`config.mk`:
```
export PLATFORM = sky130hd
export DESIGN_NAME = yuv420_frame_ctrl
export DESIGN_NICKNAME = d
export VERILOG_FILES = /design/src/rtl/yuv420_frame_ctrl_pkg.sv /design/src/rtl/yuv420_frame_ctrl.sv
export SDC_FILE = /design/constraint.sdc
export NUM_CORES = 1
export LEC_CHECK = 0
export ABC_CLOCK_PERIOD_IN_PS = 7800
export BUFFER_PORTS_ARGS = -buffer_cell sky130_fd_sc_hd__buf_4
export CORE_ASPECT_RATIO = 0.9
export CORE_MARGIN = 5
export CORE_UTILIZATION = 50
export CTS_CLUSTER_SIZE = 14
export DETAILED_ROUTE_END_ITERATION = 10
export PLACE_DENSITY = 0.84
export SETUP_SLACK_MARGIN = 0.5
export SYNTH_ARGS = -nofsm -noshare
export SYNTH_HDL_FRONTEND = slang
export SYNTH_SLANG_ARGS = --single-unit
```
`constraint.sdc`:
```
create_clock -name clk -period 7.8 [get_ports clk]
set_input_delay 1.17 -clock clk [delete_from_list [all_inputs] [get_ports clk]]
set_output_delay 1.17 -clock clk [all_outputs]
set_load 0.02 [all_outputs]
```
`src/rtl/yuv420_frame_ctrl_pkg.sv`:
```
// Stream data-type codes and widths shared by the yuv420 frame controller and its neighbours.
package yuv420_frame_ctrl_pkg;

  localparam int unsigned DTYPE_WIDTH = 8;

  localparam logic [DTYPE_WIDTH-1:0] DTYPE_IDLE        = 8'h00;
  localparam logic [DTYPE_WIDTH-1:0] DTYPE_PIXEL       = 8'h01;
  localparam logic [DTYPE_WIDTH-1:0] DTYPE_PIXEL_MASK  = 8'h0f;
  localparam logic [DTYPE_WIDTH-1:0] DTYPE_FRAME_START = 8'h10;
  localparam logic [DTYPE_WIDTH-1:0] DTYPE_FRAME_END   = 8'h20;
  localparam logic [DTYPE_WIDTH-1:0] DTYPE_HEADER      = 8'h40;

  function automatic logic is_pixel(input logic [DTYPE_WIDTH-1:0] dt);
    return (dt & DTYPE_PIXEL_MASK) != '0;
  endfunction

endpackage

```
`src/rtl/yuv420_frame_ctrl.sv`:
```
// Frame-synchronous config apply and frame decimation in front of the yuv420 packer.
// Config changes take effect only at a frame start; dropped frames emit no beats.
module yuv420_frame_ctrl
  import yuv420_frame_ctrl_pkg::*;
#(
  parameter logic [15:0] DEFAULT_IMAGE_TYPE = 16'd1,
  parameter logic        DEFAULT_ENABLE     = 1'b1,
  parameter logic [3:0]  DEFAULT_DECIMATE   = 4'd0
) (
  input  logic                   clk,
  input  logic                   reset,
  input  logic                   cfg_stb,
  input  logic [15:0]            cfg_image_type,
  input  logic                   cfg_enable,
  input  logic [3:0]             cfg_decimate,
  input  logic                   dvi,
  input  logic [DTYPE_WIDTH-1:0] dtypei,
  input  logic [7:0]             yi,
  input  logic [7:0]             ui,
  input  logic [7:0]             vi,
  input  logic [15:0]            meta_datai,
  output logic                   dvo,
  output logic [DTYPE_WIDTH-1:0] dtypeo,
  output logic [7:0]             yo,
  output logic [7:0]             uo,
  output logic [7:0]             vo,
  output logic [15:0]            meta_datao,
  output logic [15:0]            image_type,
  output logic                   enable,
  output logic                   cfg_pending,
  output logic                   in_frame,
  output logic [15:0]            frame_count,
  output logic [15:0]            drop_count,
  output logic [7:0]             err_count,
  output logic [23:0]            last_pixels
);

  typedef enum logic [1:0] {StIdle, StPass, StDrop} state_e;

  state_e      state_q, state_d;
  logic [15:0] pend_type_q, pend_type_d;
  logic        pend_en_q, pend_en_d;
  logic [3:0]  pend_dec_q, pend_dec_d;
  logic        pending_q, pending_d;
  logic [15:0] type_q, type_d;
  logic        en_q, en_d;
  logic [3:0]  dec_q, dec_d;
  logic [3:0]  skip_q, skip_d;
  logic [15:0] frame_q, frame_d;
  logic [15:0] drop_q, drop_d;
  logic [7:0]  err_q, err_d;
  logic [23:0] pix_q, pix_d;
  logic [23:0] last_q, last_d;
  logic        dvo_q, dvo_d;

  logic       frame_start, frame_end, pixel, gate, err_inc;
  logic [3:0] eff_dec, eff_skip;

  assign frame_start = dvi && (dtypei == DTYPE_FRAME_START);
  assign frame_end   = dvi && (dtypei == DTYPE_FRAME_END);
  assign pixel       = dvi && is_pixel(dtypei);

  always_comb begin
    state_d     = state_q;
    pend_type_d = pend_type_q;
    pend_en_d   = pend_en_q;
    pend_dec_d  = pend_dec_q;
    pending_d   = pending_q;
    type_d      = type_q;
    en_d        = en_q;
    dec_d       = dec_q;
    skip_d      = skip_q;
    frame_d     = frame_q;
    drop_d      = drop_q;
    err_d       = err_q;
    pix_d       = pix_q;
    last_d      = last_q;
    gate        = (state_q != StDrop);
    err_inc     = 1'b0;
    eff_dec     = dec_q;
    eff_skip    = skip_q;

    if (frame_start) begin
      err_inc = (state_q != StIdle);
      if (pending_q) begin
        type_d    = pend_type_q;
        en_d      = pend_en_q;
        dec_d     = pend_dec_q;
        eff_dec   = pend_dec_q;
        eff_skip  = '0;
        pending_d = 1'b0;
      end
      if (eff_skip == '0) begin
        state_d = StPass;
        skip_d  = eff_dec;
      end else begin
        state_d = StDrop;
        skip_d  = eff_skip - 4'd1;
      end
      // Start beat follows the state it opens.
      gate  = (eff_skip == '0);
      pix_d = '0;
    end else if (frame_end) begin
      unique case (state_q)
        StPass: begin
          frame_d = frame_q + 16'd1;
          last_d  = pix_q + 24'(pixel);
        end
        StDrop: begin
          drop_d = drop_q + 16'd1;
          gate   = 1'b0;
        end
        default: begin
          err_inc = 1'b1;
          gate    = 1'b0;
        end
      endcase
      state_d = StIdle;
    end else if (pixel && (state_q == StPass)) begin
      pix_d = pix_q + 24'd1;
    end

    if (err_inc && (err_q != 8'hff)) begin
      err_d = err_q + 8'd1;
    end

    // A strobe coinciding with an apply refills pending after the old values are consumed.
    if (cfg_stb) begin
      pend_type_d = cfg_image_type;
      pend_en_d   = cfg_enable;
      pend_dec_d  = cfg_decimate;
      pending_d   = 1'b1;
    end

    dvo_d = dvi & gate;
  end

  always_ff @(posedge clk or posedge reset) begin
    if (reset) begin
      state_q     <= StIdle;
      pend_type_q <= DEFAULT_IMAGE_TYPE;
      pend_en_q   <= DEFAULT_ENABLE;
      pend_dec_q  <= DEFAULT_DECIMATE;
      pending_q   <= 1'b0;
      type_q      <= DEFAULT_IMAGE_TYPE;
      en_q        <= DEFAULT_ENABLE;
      dec_q       <= DEFAULT_DECIMATE;
      skip_q      <= '0;
      frame_q     <= '0;
      drop_q      <= '0;
      err_q       <= '0;
      pix_q       <= '0;
      last_q      <= '0;
      dvo_q       <= 1'b0;
      dtypeo      <= '0;
      yo          <= '0;
      uo          <= '0;
      vo          <= '0;
      meta_datao  <= '0;
    end else begin
      state_q     <= state_d;
      pend_type_q <= pend_type_d;
      pend_en_q   <= pend_en_d;
      pend_dec_q  <= pend_dec_d;
      pending_q   <= pending_d;
      type_q      <= type_d;
      en_q        <= en_d;
      dec_q       <= dec_d;
      skip_q      <= skip_d;
      frame_q     <= frame_d;
      drop_q      <= drop_d;
      err_q       <= err_d;
      pix_q       <= pix_d;
      last_q      <= last_d;
      dvo_q       <= dvo_d;
      dtypeo      <= dtypei;
      yo          <= yi;
      uo          <= ui;
      vo          <= vi;
      meta_datao  <= meta_datai;
    end
  end

  assign dvo         = dvo_q;
  assign image_type  = type_q;
  assign enable      = en_q;
  assign cfg_pending = pending_q;
  assign in_frame    = (state_q != StIdle);
  assign frame_count = frame_q;
  assign drop_count  = drop_q;
  assign err_count   = err_q;
  assign last_pixels = last_q;

endmodule

```
==> results of run 1 <==
-- logic make-up (layout without fill, tap and decap cells) --
group	Yosys count	in the layout	share of synthesized area [%]
buffers and inverters	33	246	1.67
xor gates and xnor gates	75	75	8.69
DFF	186	186	61.6
AOI/OAI and AO/OA	61	61	4.75
adders and majority gates	13	13	2.15
muxes	46	46	6.82
and+or+nand+nor	218	218	14.3
-- worst max-delay path, stage by stage --
cell and delay, ns:
buf_4 0.12, or4_1 0.68, or4_1 0.83, a2111o_1 0.56, or3_1 0.32, a21oi_1 0.15
-- Yosys cell counts, drive strengths merged --
cell and number:
nor2 41, a41oi 1, nand4 20, or4 5, a2111oi 1, o21ai 35
xor2 22, or3b 1, a2111o 1, mux2 44, clkbuf 21, nand4b 1
buf 5, or3 6, inv 7, or2 1, a31oi 1, nand3 34
nand2 64, nor3 12, and2 3, and4 4, a31o 1, and3 11
a211oi 5, o221a 1, nor2b 2, o211ai 2, nor3b 5, ha 13
dfrtp 182, a21o 2, xnor2 53, o221ai 1, a21oi 9, dfstp 4
nand2b 2, mux2i 2, o21a 1, nor4 6
-- per-stage QoR --
step,instances,util (%)
2_1_floorplan,632,-
3_3_place_gp,1011,62.8
3_5_place_dp,1011,62.8
4_1_cts,1043,66.4
5_1_grt,1043,66.4
6_report,1043,66.4
-- routing by layer --
| metal | part of all wire (%) | wire (um) | vias to the layer above |
|---|---|---|---|
| met5 | 0 | 0 | - |
| met4 | 0.96 | 165 | 0 |
| met3 | 10 | 1740 | 15 |
| met2 | 49 | 8400 | 175 |
| met1 | 40 | 6950 | 2645 |
| li1 | - | - | 2582 |
-- path summary, 6_finish.rpt --
check	start	end	slack, ns	depth (start not counted)
setup / recovery	dtypei[1]	pix_q[17]$_DFFE_PP0P_	4.31	6
hold / removal	pend_type_q[6]$_DFFE_PP0P_	image_type[6]$_DFFE_PP0P_	0.48	1
setup reg to reg	state_q[0]$_DFFE_PP0P_	err_count[1]$_DFFE_PP0P_	5.53	6
hold reg to reg	pend_type_q[6]$_DFFE_PP0P_	image_type[6]$_DFFE_PP0P_	0.48	1
max in group asynchronous	reset	dtypeo[4]$_DFF_PP0_	5.34	3
min in group asynchronous	reset	yo[7]$_DFF_PP0_	0.99	2
-- final cells by class --
type / count / area, um2
Fill cell: 1113 / 4960
Inverter: 7 / 31.3
Multi-Input combinational cell: 413 / 2780
Clock buffer: 19 / 443
Timing Repair Buffer: 207 / 1550
Tap cell: 198 / 248
Clock inverter: 13 / 92.6
Sequential cell: 186 / 4660
-- power by group through the flow --
stage	Combinational (mW)	Clock [mW]	Sequential [mW]
5_1_grt	0.168	0.846	1.03
2_1_floorplan	0.0559	0	1.06
3_5_place_dp	0.153	0	1.05
3_3_place_gp	0.149	0	1.04
4_1_cts	0.154	0.804	1.03
6_report	0.151	0.788	1.03
-- flip-flops by register name (all words and copies together), names as in the netlist, 16 cells and up --
name	flops
drop_count	16
meta_datao	16
pend_type_q	16
frame_count	16
image_type	16
pix_q	24
last_pixels	24
==> flow_metrics.env, run 1 <==
export IMPL_insertion_delay_ns=0.43
export IMPL_grt_use_total_pct=20.1
export IMPL_path_class="in2reg"
export IMPL_fin_ws_ns=4.31
export IMPL_max_slew_margin_pct=33.5
export IMPL_synth_largest_area_cell="dfrtp_1"
export IMPL_grt_overflow=0
export IMPL_synth_seq_cells=186
export IMPL_maxCapViolations=0
export IMPL_drc=0
export IMPL_routed_wirelength_mm=17.3
export IMPL_use_met2_pct=33.3
export IMPL_portBuffers=204
export IMPL_p_int_mw=1.49
export IMPL_place_area_um2=9280
export IMPL_power_mw=1.97
export IMPL_vias=5417
export IMPL_mostFrequentLayoutCells="buf_4 (207), dfrtp_1 (182), nand2_1 (63), xnor2_1 (53), nor2_1 (41)"
export IMPL_arrival_ns=3.83
export IMPL_grt_max_degree=116
export IMPL_leakage_nw=4.68
export IMPL_powerDensity_nw_per_um2=200
export IMPL_drt_initial_drc_count=317
export IMPL_required_ns=8.15
export IMPL_synth_nets=718
export IMPL_cts_sinks=186
export IMPL_rsz0062_at_grt="false"
export IMPL_syn2layout_area_growth_pct=29.8
export IMPL_post_drt_wl_per_cell_um=16.6
export IMPL_rows=42
export IMPL_cts_root_buf="clkbuf_16"
export IMPL_die_area_um2=17700
export IMPL_clkTransAtPathRegs_ns=0.07
export IMPL_synth_area_leaders="dfrtp_1 (60%), xnor2_1 (6.1%), mux2_2 (5.8%)"
export IMPL_tns_ns=0
export IMPL_p_sw_share_pct=24.1
export IMPL_power_frac_seq_pct=52.3
export IMPL_synthCells=632
export IMPL_cts_resized=0
export IMPL_ir_drop_mv=0.158
export IMPL_clkPwrFrac_pct=40.1
export IMPL_run_status="complete, no violations"
export IMPL_gr_usage_met3_pct=8.92
export IMPL_synth_top_area_share_pct=60.2
export IMPL_grt_pass1_vias=5670
export IMPL_finalMaxSlewViolations=0
export IMPL_max_slew_worst_pin_slew_ns=0.998
export IMPL_die_w_um=140
export IMPL_whs_ns=0.477
export IMPL_ctsHtreeMaxLevel=4
export IMPL_drive_gt1_share_pct=34.0
export IMPL_p_comb_share_pct=7.7
export IMPL_start_util_pct=51.2
export IMPL_yosys_warnings=0
export IMPL_antenna_found_initial=0
export IMPL_fin_crit_sh_pct=44.7
export IMPL_synth_area_um2=7560
export IMPL_pin_count=205
export IMPL_finClkSkew_ns=0.00701
export IMPL_drtPass1Iterations=4
export IMPL_setup_viol=0
export IMPL_final_nets=918
export IMPL_cp_end_kind="flip-flop"
export IMPL_p_sw_mw=0.474
export IMPL_numCtsBuffers=17
export IMPL_ant_nets=0
export IMPL_grt_pass1_wl_mm=28.6
export IMPL_core_area_um2=14800
export IMPL_crit_fanout=25
export IMPL_grt_util_met1_pct=24.2
export IMPL_fin_area_um2=9810
export IMPL_clockBufferDepth=2
export IMPL_cts_setup_buffers=0
export IMPL_min_period_ns=3.49
export IMPL_routed_via_density=5.19
export IMPL_timing_fmax_ghz=0.287
export IMPL_ctsHoldBuffers=0
export IMPL_ys_types=44
export IMPL_final_common_cell="buf_4"
export IMPL_busiest_layer="met2"
export IMPL_place_ws_ns=3.89
export IMPL_gp_congestion=0.846
export IMPL_diodes=0
export IMPL_syn_avg_cell_area_um2=12.0
export IMPL_finalHoldViolCount=0
export IMPL_hpwl_mm=12.3
export IMPL_hold_path_class="reg2reg"
export IMPL_die_h_um=127
export IMPL_ys_seq_area_share_pct=61.6
export IMPL_cts_tree="yes"
export IMPL_start_kind="primary input"
(Power assumes the default switching activity.)
==> inputs of run 2 (changes only) <==
--- a/config.mk
+++ b/config.mk
@@ -5,7 +5,7 @@
 export SDC_FILE = /design/constraint.sdc
 export NUM_CORES = 1
 export LEC_CHECK = 0
-export ABC_CLOCK_PERIOD_IN_PS = 7800
+export ABC_CLOCK_PERIOD_IN_PS = 3350
 export BUFFER_PORTS_ARGS = -buffer_cell sky130_fd_sc_hd__buf_4
 export CORE_ASPECT_RATIO = 0.9
 export CORE_MARGIN = 5
==> constraint.sdc (replaced) <==
create_clock -name clk -period 3.35 [get_ports clk]
set_input_delay 0.5025 -clock clk [delete_from_list [all_inputs] [get_ports clk]]
set_output_delay 0.5025 -clock clk [all_outputs]
set_load 0.02 [all_outputs]
==> flow_metrics.env, run 2 (same netlist as run 1, synthesis figures left out) <==
export IMPL_run_status="complete, no violations"
export IMPL_final_common_cell="buf_4"
export IMPL_cts_tree="yes"
export IMPL_crit_chain="inv_1 -> ha_1 -> nor3b_1 -> o211ai_1 -> a41oi_1 -> mux2_2"
export IMPL_leakage_nw=4.74
export IMPL_antenna_found_initial=0
export IMPL_grt_max_degree=63
export IMPL_start_util_pct=51.2
export IMPL_rsz0062_at_grt="false"
export IMPL_grt_overflow=0
export IMPL_fin_cells=1049
export IMPL_p_int_mw=3.65
export IMPL_whs_endpoint="meta_datao[0]$_DFF_PP0_"
export IMPL_numCtsBuffers=17
export IMPL_mostFrequentLayoutCells="buf_4 (211), dfrtp_1 (182), nand2_1 (63), xnor2_1 (53), nor2_1 (41)"
export IMPL_fin_ws_ns=1.02
export IMPL_setup_viol=0
export IMPL_clockBufferDepth=2
export IMPL_powerDensity_nw_per_um2=478
export IMPL_min_period_ns=2.33
export IMPL_tns_ns=0
export IMPL_max_slew_worst_pin_slew_ns=0.849
export IMPL_post_drt_wl_per_cell_um=16.6
export IMPL_hpwl_mm=12.8
export IMPL_vias=5488
export IMPL_whs_ns=0.182
export IMPL_p_comb_share_pct=7.6
export IMPL_start_kind="flip-flop"
export IMPL_critPathMaxStageDelay_ns=0.63
export IMPL_die_h_um=127
export IMPL_grt_pass1_wl_mm=29.0
export IMPL_cp_end_kind="flip-flop"
export IMPL_critPathTopFamily="compound AO/OA/AOI/OAI gates"
export IMPL_syn2layout_area_growth_pct=31.5
export IMPL_drtPass1Iterations=7
export IMPL_crit_fanout=7
export IMPL_clkPwrFrac_pct=42.0
export IMPL_timing_fmax_ghz=0.430
export IMPL_p_sw_mw=1.09
export IMPL_ir_drop_mv=0.435
export IMPL_ctsHoldBuffers=0
export IMPL_r2r_slack_ns=1.02
export IMPL_portBuffers=204
export IMPL_arrival_ns=2.63
export IMPL_drive_gt1_share_pct=34.4
export IMPL_cts_setup_buffers=0
export IMPL_power_mw=4.75
export IMPL_maxCapViolations=0
export IMPL_drc=0
export IMPL_die_w_um=140
export IMPL_place_inst=1017
export IMPL_gp_congestion=0.858
export IMPL_diodes=0
export IMPL_grt_use_total_pct=20.2
export IMPL_power_frac_seq_pct=50.4
export IMPL_cts_sinks=186
export IMPL_cp_slowest_cell="a41oi_1"
export IMPL_finClkSkew_ns=0.00664
export IMPL_p_sw_share_pct=23.0
export IMPL_finalHoldViolCount=0
export IMPL_ff2ff_path_depth=6
export IMPL_hold_path_class="in2reg"
export IMPL_routed_via_density=5.23
export IMPL_required_ns=3.65
export IMPL_cts_root_buf="clkbuf_16"
export IMPL_cts_resized=0
export IMPL_pin_count=205
export IMPL_place_ws_ns=0.593
export IMPL_insertion_delay_ns=0.42
export IMPL_r2r_start="state_q[0]$_DFFE_PP0P_"
export IMPL_rows=42
export IMPL_ant_nets=0
export IMPL_core_area_um2=14800
export IMPL_timing_rr_end="err_count[1]$_DFFE_PP0P_"
export IMPL_hold_path_depth=1
export IMPL_critPathBufInv=1
export IMPL_finalMaxSlewViolations=0
export IMPL_grt_pass1_vias=5721
export IMPL_nFillCells=1082
export IMPL_path_class="reg2reg"
export IMPL_max_slew_margin_pct=43.3
export IMPL_final_nets=924
export IMPL_worstHoldStart="meta_datai[0]"
export IMPL_routed_wirelength_mm=17.5
export IMPL_die_area_um2=17700
export IMPL_ctsHtreeMaxLevel=4
export IMPL_clkTransAtPathRegs_ns=0.07
export IMPL_fin_crit_sh_pct=69.5
export IMPL_drt_initial_drc_count=377
[run 2: through the flow]
stage / instance area [um2] / util (%)
final: 9940 / 67.3
after global routing: 9940 / 67.3
after CTS: 9940 / 67.3
after detailed placement: 9340 / 63.3
after global placement: 9340 / 63.3
after floorplan: 7560 / -
[run 2: how the worst max path moves through the flow]
stage                     cells after the start  slack, ns                   start                     endpoint
after CTS                                     6       1.00  state_q[0]$_DFFE_PP0P_     err_count[1]$_DFFE_PP0P_
after global placement                       10       0.61               dtypei[1]  last_pixels[22]$_DFFE_PP0P_
after detailed placement                     10       0.59               dtypei[1]  last_pixels[22]$_DFFE_PP0P_
final                                         6       1.02  state_q[0]$_DFFE_PP0P_     err_count[1]$_DFFE_PP0P_
after floorplan                               1       0.46                   reset      cfg_pending$_DFFE_PP0P_
after global routing                         10       0.88               dtypei[1]  last_pixels[22]$_DFFE_PP0P_
[run 2: power by group through the flow]
stage / combinational (mW) / sequential, mW / clock, mW
2_1_floorplan: 0.131 / 2.47 / 0
3_3_place_gp: 0.357 / 2.43 / 0
3_5_place_dp: 0.365 / 2.43 / 0
4_1_cts: 0.368 / 2.39 / 2.04
5_1_grt: 0.401 / 2.40 / 2.14
6_report: 0.361 / 2.39 / 2.00
[run 2: worst reg2reg max path: stages, from the launching register on]
cell and delay, ns:
dfrtp_1 0.40, inv_1 0.09, ha_1 0.31, nor3b_1 0.18, o211ai_1 0.19, a41oi_1 0.63, mux2_2 0.41
[run 2: final cells by class]
class	count	area (um2)	share of cell area, %
Sequential cell	186	4660	46.9
Multi-Input combinational cell	413	2780	28.0
Timing Repair Buffer	213	1620	16.3
Clock buffer	20	457	4.60
Tap cell	198	248	2.49
Clock inverter	12	138	1.38
Inverter	7	30.0	0.302
[run 2: per-layer routing]
| metal | vias to the layer above | GRT usage, % | part of all wire, % |
|---|---|---|---|
| li1 | 2605 | - | - |
| met1 | 2676 | 24.5 | 39 |
| met2 | 196 | 33.0 | 49 |
| met3 | 11 | 9.00 | 10 |
| met4 | 0 | 6.04 | 0.87 |
| met5 | - | 0 | 0 |
==> inputs of run 3 (changes only) <==
--- a/config.mk
+++ b/config.mk
@@ -5,14 +5,15 @@
 export SDC_FILE = /design/constraint.sdc
 export NUM_CORES = 1
 export LEC_CHECK = 0
-export ABC_CLOCK_PERIOD_IN_PS = 3350
+export ABC_AREA = 1
+export ABC_CLOCK_PERIOD_IN_PS = 2400
 export BUFFER_PORTS_ARGS = -buffer_cell sky130_fd_sc_hd__buf_4
 export CORE_ASPECT_RATIO = 0.9
 export CORE_MARGIN = 5
 export CORE_UTILIZATION = 50
 export CTS_CLUSTER_SIZE = 14
 export DETAILED_ROUTE_END_ITERATION = 10
-export PLACE_DENSITY = 0.84
+export PLACE_DENSITY = 0.83
 export SETUP_SLACK_MARGIN = 0.5
 export SYNTH_ARGS = -nofsm -noshare
 export SYNTH_HDL_FRONTEND = slang
==> constraint.sdc (replaced) <==
create_clock -name clk -period 2.4 [get_ports clk]
set_input_delay 0.36 -clock clk [delete_from_list [all_inputs] [get_ports clk]]
set_output_delay 0.36 -clock clk [all_outputs]
set_load 0.02 [all_outputs]
==> flow_metrics.env, run 3 <==
export IMPL_hold_path_class="in2reg"
export IMPL_place_inst=1346
export IMPL_drt_initial_drc_count=431
export IMPL_ys_seq_area_share_pct=56.3
export IMPL_cts_tree="yes"
export IMPL_routed_via_density=5.08
export IMPL_hpwl_mm=14.9
export IMPL_whs_ns=0.0349
export IMPL_start_util_pct=51.1
export IMPL_ff2ff_path_depth=9
export IMPL_core_area_um2=16200
export IMPL_worstHoldStart="meta_datai[0]"
export IMPL_ir_drop_mv=0.535
export IMPL_power_mw=6.85
export IMPL_timing_fmax_ghz=0.577
export IMPL_die_w_um=146
export IMPL_ys_types=30
export IMPL_crit_fanout=6
export IMPL_finClkSkew_ns=0.0104
export IMPL_synth_largest_area_cell="dfrtp_1"
export IMPL_synthTopCellsByCount="nand2_1 (273), dfrtp_1 (182), nor2_1 (97), inv_1 (96), nand3_1 (73)"
export IMPL_ant_nets=0
export IMPL_cts_sinks=186
export IMPL_powerDensity_nw_per_um2=646
export IMPL_routed_wirelength_mm=20.3
export IMPL_fin_cells=1378
export IMPL_max_slew_worst_pin_slew_ns=0.500
export IMPL_clockBufferDepth=2
export IMPL_synth_mux_area_share_pct=0
export IMPL_synth_xor_area_share_pct=4.34
export IMPL_r2r_slack_ns=0.67
export IMPL_required_ns=2.70
export IMPL_final_nets=1244
export IMPL_numCtsBuffers=17
export IMPL_setup_viol=0
export IMPL_die_area_um2=19200
export IMPL_synth_area_um2=8270
export IMPL_rsz0062_at_grt="false"
export IMPL_whs_endpoint="meta_datao[0]$_DFF_PP0_"
export IMPL_finalMaxSlewViolations=0
export IMPL_vias=6997
export IMPL_grt_use_total_pct=21.2
export IMPL_final_common_cell="nand2_1"
export IMPL_synthCells=950
export IMPL_post_drt_wl_per_cell_um=14.7
export IMPL_gp_congestion=0.919
export IMPL_timing_rr_end="last_pixels[18]$_DFFE_PP0P_"
export IMPL_tns_ns=0
export IMPL_multi_input_comb_area_um2=3140
export IMPL_arrival_ns=2.04
export IMPL_ff_latch_area_um2=4660
export IMPL_path_class="reg2reg"
export IMPL_drive_gt1_share_pct=23.4
export IMPL_pin_count=205
export IMPL_max_slew_margin_pct=66.6
export IMPL_rows=44
export IMPL_insertion_delay_ns=0.42
export IMPL_async_flop_share_pct=100
export IMPL_yosysMostFrequentCell="nand2_1"
export IMPL_synth_seq_cells=186
export IMPL_maxCapViolations=0
export IMPL_grt_overflow=0
export IMPL_run_status="complete, no violations"
export IMPL_antenna_found_initial=0
export IMPL_drc=0
export IMPL_synth_compound_area_share_pct=6.40
export IMPL_final_core_util_pct=65.5
export IMPL_synth_top_family_by_area="simple AND/OR/NAND/NOR gates"
export IMPL_portBuffers=204
export IMPL_fin_crit_sh_pct=72.2
export IMPL_synth_area_leaders="dfrtp_1 (55%), nand2_1 (12%), nand3_1 (4.4%)"
export IMPL_finalHoldViolCount=0
export IMPL_leakage_nw=5.44
export IMPL_clkTransAtPathRegs_ns=0.07
export IMPL_hold_path_depth=1
export IMPL_yosys_area_share_simple_pct=25.2
export IMPL_synthAdderAreaFrac_pct=1.97
export IMPL_synth_edff_count=0
export IMPL_synthFlopType="dfrtp_1"
export IMPL_start_kind="flip-flop"
export IMPL_syn_avg_cell_area_um2=8.71
export IMPL_die_h_um=132
export IMPL_synth_nets=1036
export IMPL_grt_pass1_wl_mm=33.7
export IMPL_grt_max_degree=89
export IMPL_grt_pass1_vias=6716
export IMPL_r2r_start="pix_q[0]$_DFFE_PP0P_"
export IMPL_cp_end_kind="flip-flop"
export IMPL_nFillCells=1333
export IMPL_mostFrequentLayoutCells="nand2_1 (273), buf_4 (208), dfrtp_1 (180), nor2_1 (97), inv_1 (95)"
export IMPL_ctsHtreeMaxLevel=4
export IMPL_yosys_warnings=0
export IMPL_min_period_ns=1.73
export IMPL_drtPass1Iterations=5
export IMPL_synth_top_area_share_pct=55.0
export IMPL_diodes=0
export IMPL_cts_root_buf="clkbuf_16"
export IMPL_syn2layout_area_growth_pct=28.2
-- run 3: changes by cell type after synthesis, sizes merged, moves of 41 or more --
cell and change:
mux2 -44, o21ai +43, nor2 +69, inv +92, nand2 +214, nand3 +41
-- run 3: where the power goes --
part	leakage (nW)	internal, mW	switching (mW)	total [mW]
Sequential	2.33	3.31	0.160	3.46
Clock	0.271	1.44	1.18	2.63
Combinational	2.84	0.306	0.456	0.762
-- run 3: worst max path at each step --
stage | from | to | cells past startpoint | slack [ns]
3_5_place_dp | dtypei[1] | last_pixels[18]$_DFFE_PP0P_ | 14 | 0.25
6_report | pix_q[0]$_DFFE_PP0P_ | last_pixels[18]$_DFFE_PP0P_ | 9 | 0.67
4_1_cts | pix_q[0]$_DFFE_PP0P_ | last_pixels[18]$_DFFE_PP0P_ | 9 | 0.56
3_3_place_gp | dtypei[1] | last_pixels[22]$_DFFE_PP0P_ | 14 | 0.30
5_1_grt | pix_q[0]$_DFFE_PP0P_ | last_pixels[18]$_DFFE_PP0P_ | 9 | 0.52
2_1_floorplan | reset | cfg_pending$_DFFE_PP0P_ | 1 | -0.35
-- run 3: layout make-up --
| type | count | area share, % |
|---|---|---|
| inverters | 99 | 3.54 |
| flip-flops and latches | 186 | 44.0 |
| multi-input cells | 643 | 29.6 |
| clock buffers | 24 | 4.64 |
| clock inverters | 8 | 0.578 |
| well taps | 207 | 2.44 |
| repair buffers | 211 | 15.2 |
-- run 3: metrics by stage --
step | setup WS, ns | instance area, um2
final | 0.668 | 10600
after global routing | 0.524 | 10600
after CTS | 0.559 | 10600
after detailed placement | 0.250 | 10000
after global placement | 0.304 | 10000
after floorplan | -0.349 | 8280
-- run 3: cell families (layout without fill, tap and decap cells) --
logic type,count (synthesis),after routing
AOI/OAI and AO/OA,101,101
xor gates and xnor gates,41,41
adders and majority gates,13,13
buffers and inverters,121,342
DFF,186,186
and+or+nand+nor,488,488
-- run 3: worst max-delay path, cell delays in order, from the launching register on --
cell	delay [ns]
dfrtp_2	0.41
ha_1	0.16
ha_1	0.21
inv_1	0.07
nor2_1	0.19
nand2_1	0.15
nor2_4	0.19
nand3_1	0.08
nand3_1	0.08
nand2_1	0.06
-- run 3: routing by layer --
metal | share of wire [%] | global-route usage [%]
met5 | 0 | 0
met4 | 0.96 | 4.56
met3 | 6.8 | 5.91
met2 | 47 | 33.3
met1 | 45 | 29.8
-- run 3: what timing repair did --
| item | CTS | global route |
|---|---|---|
| setup endpoints to repair | 0 | 7 |
| setup buffers | 0 | 0 |
| hold buffers | 0 | 0 |
| resized for setup | 0 | 4 |
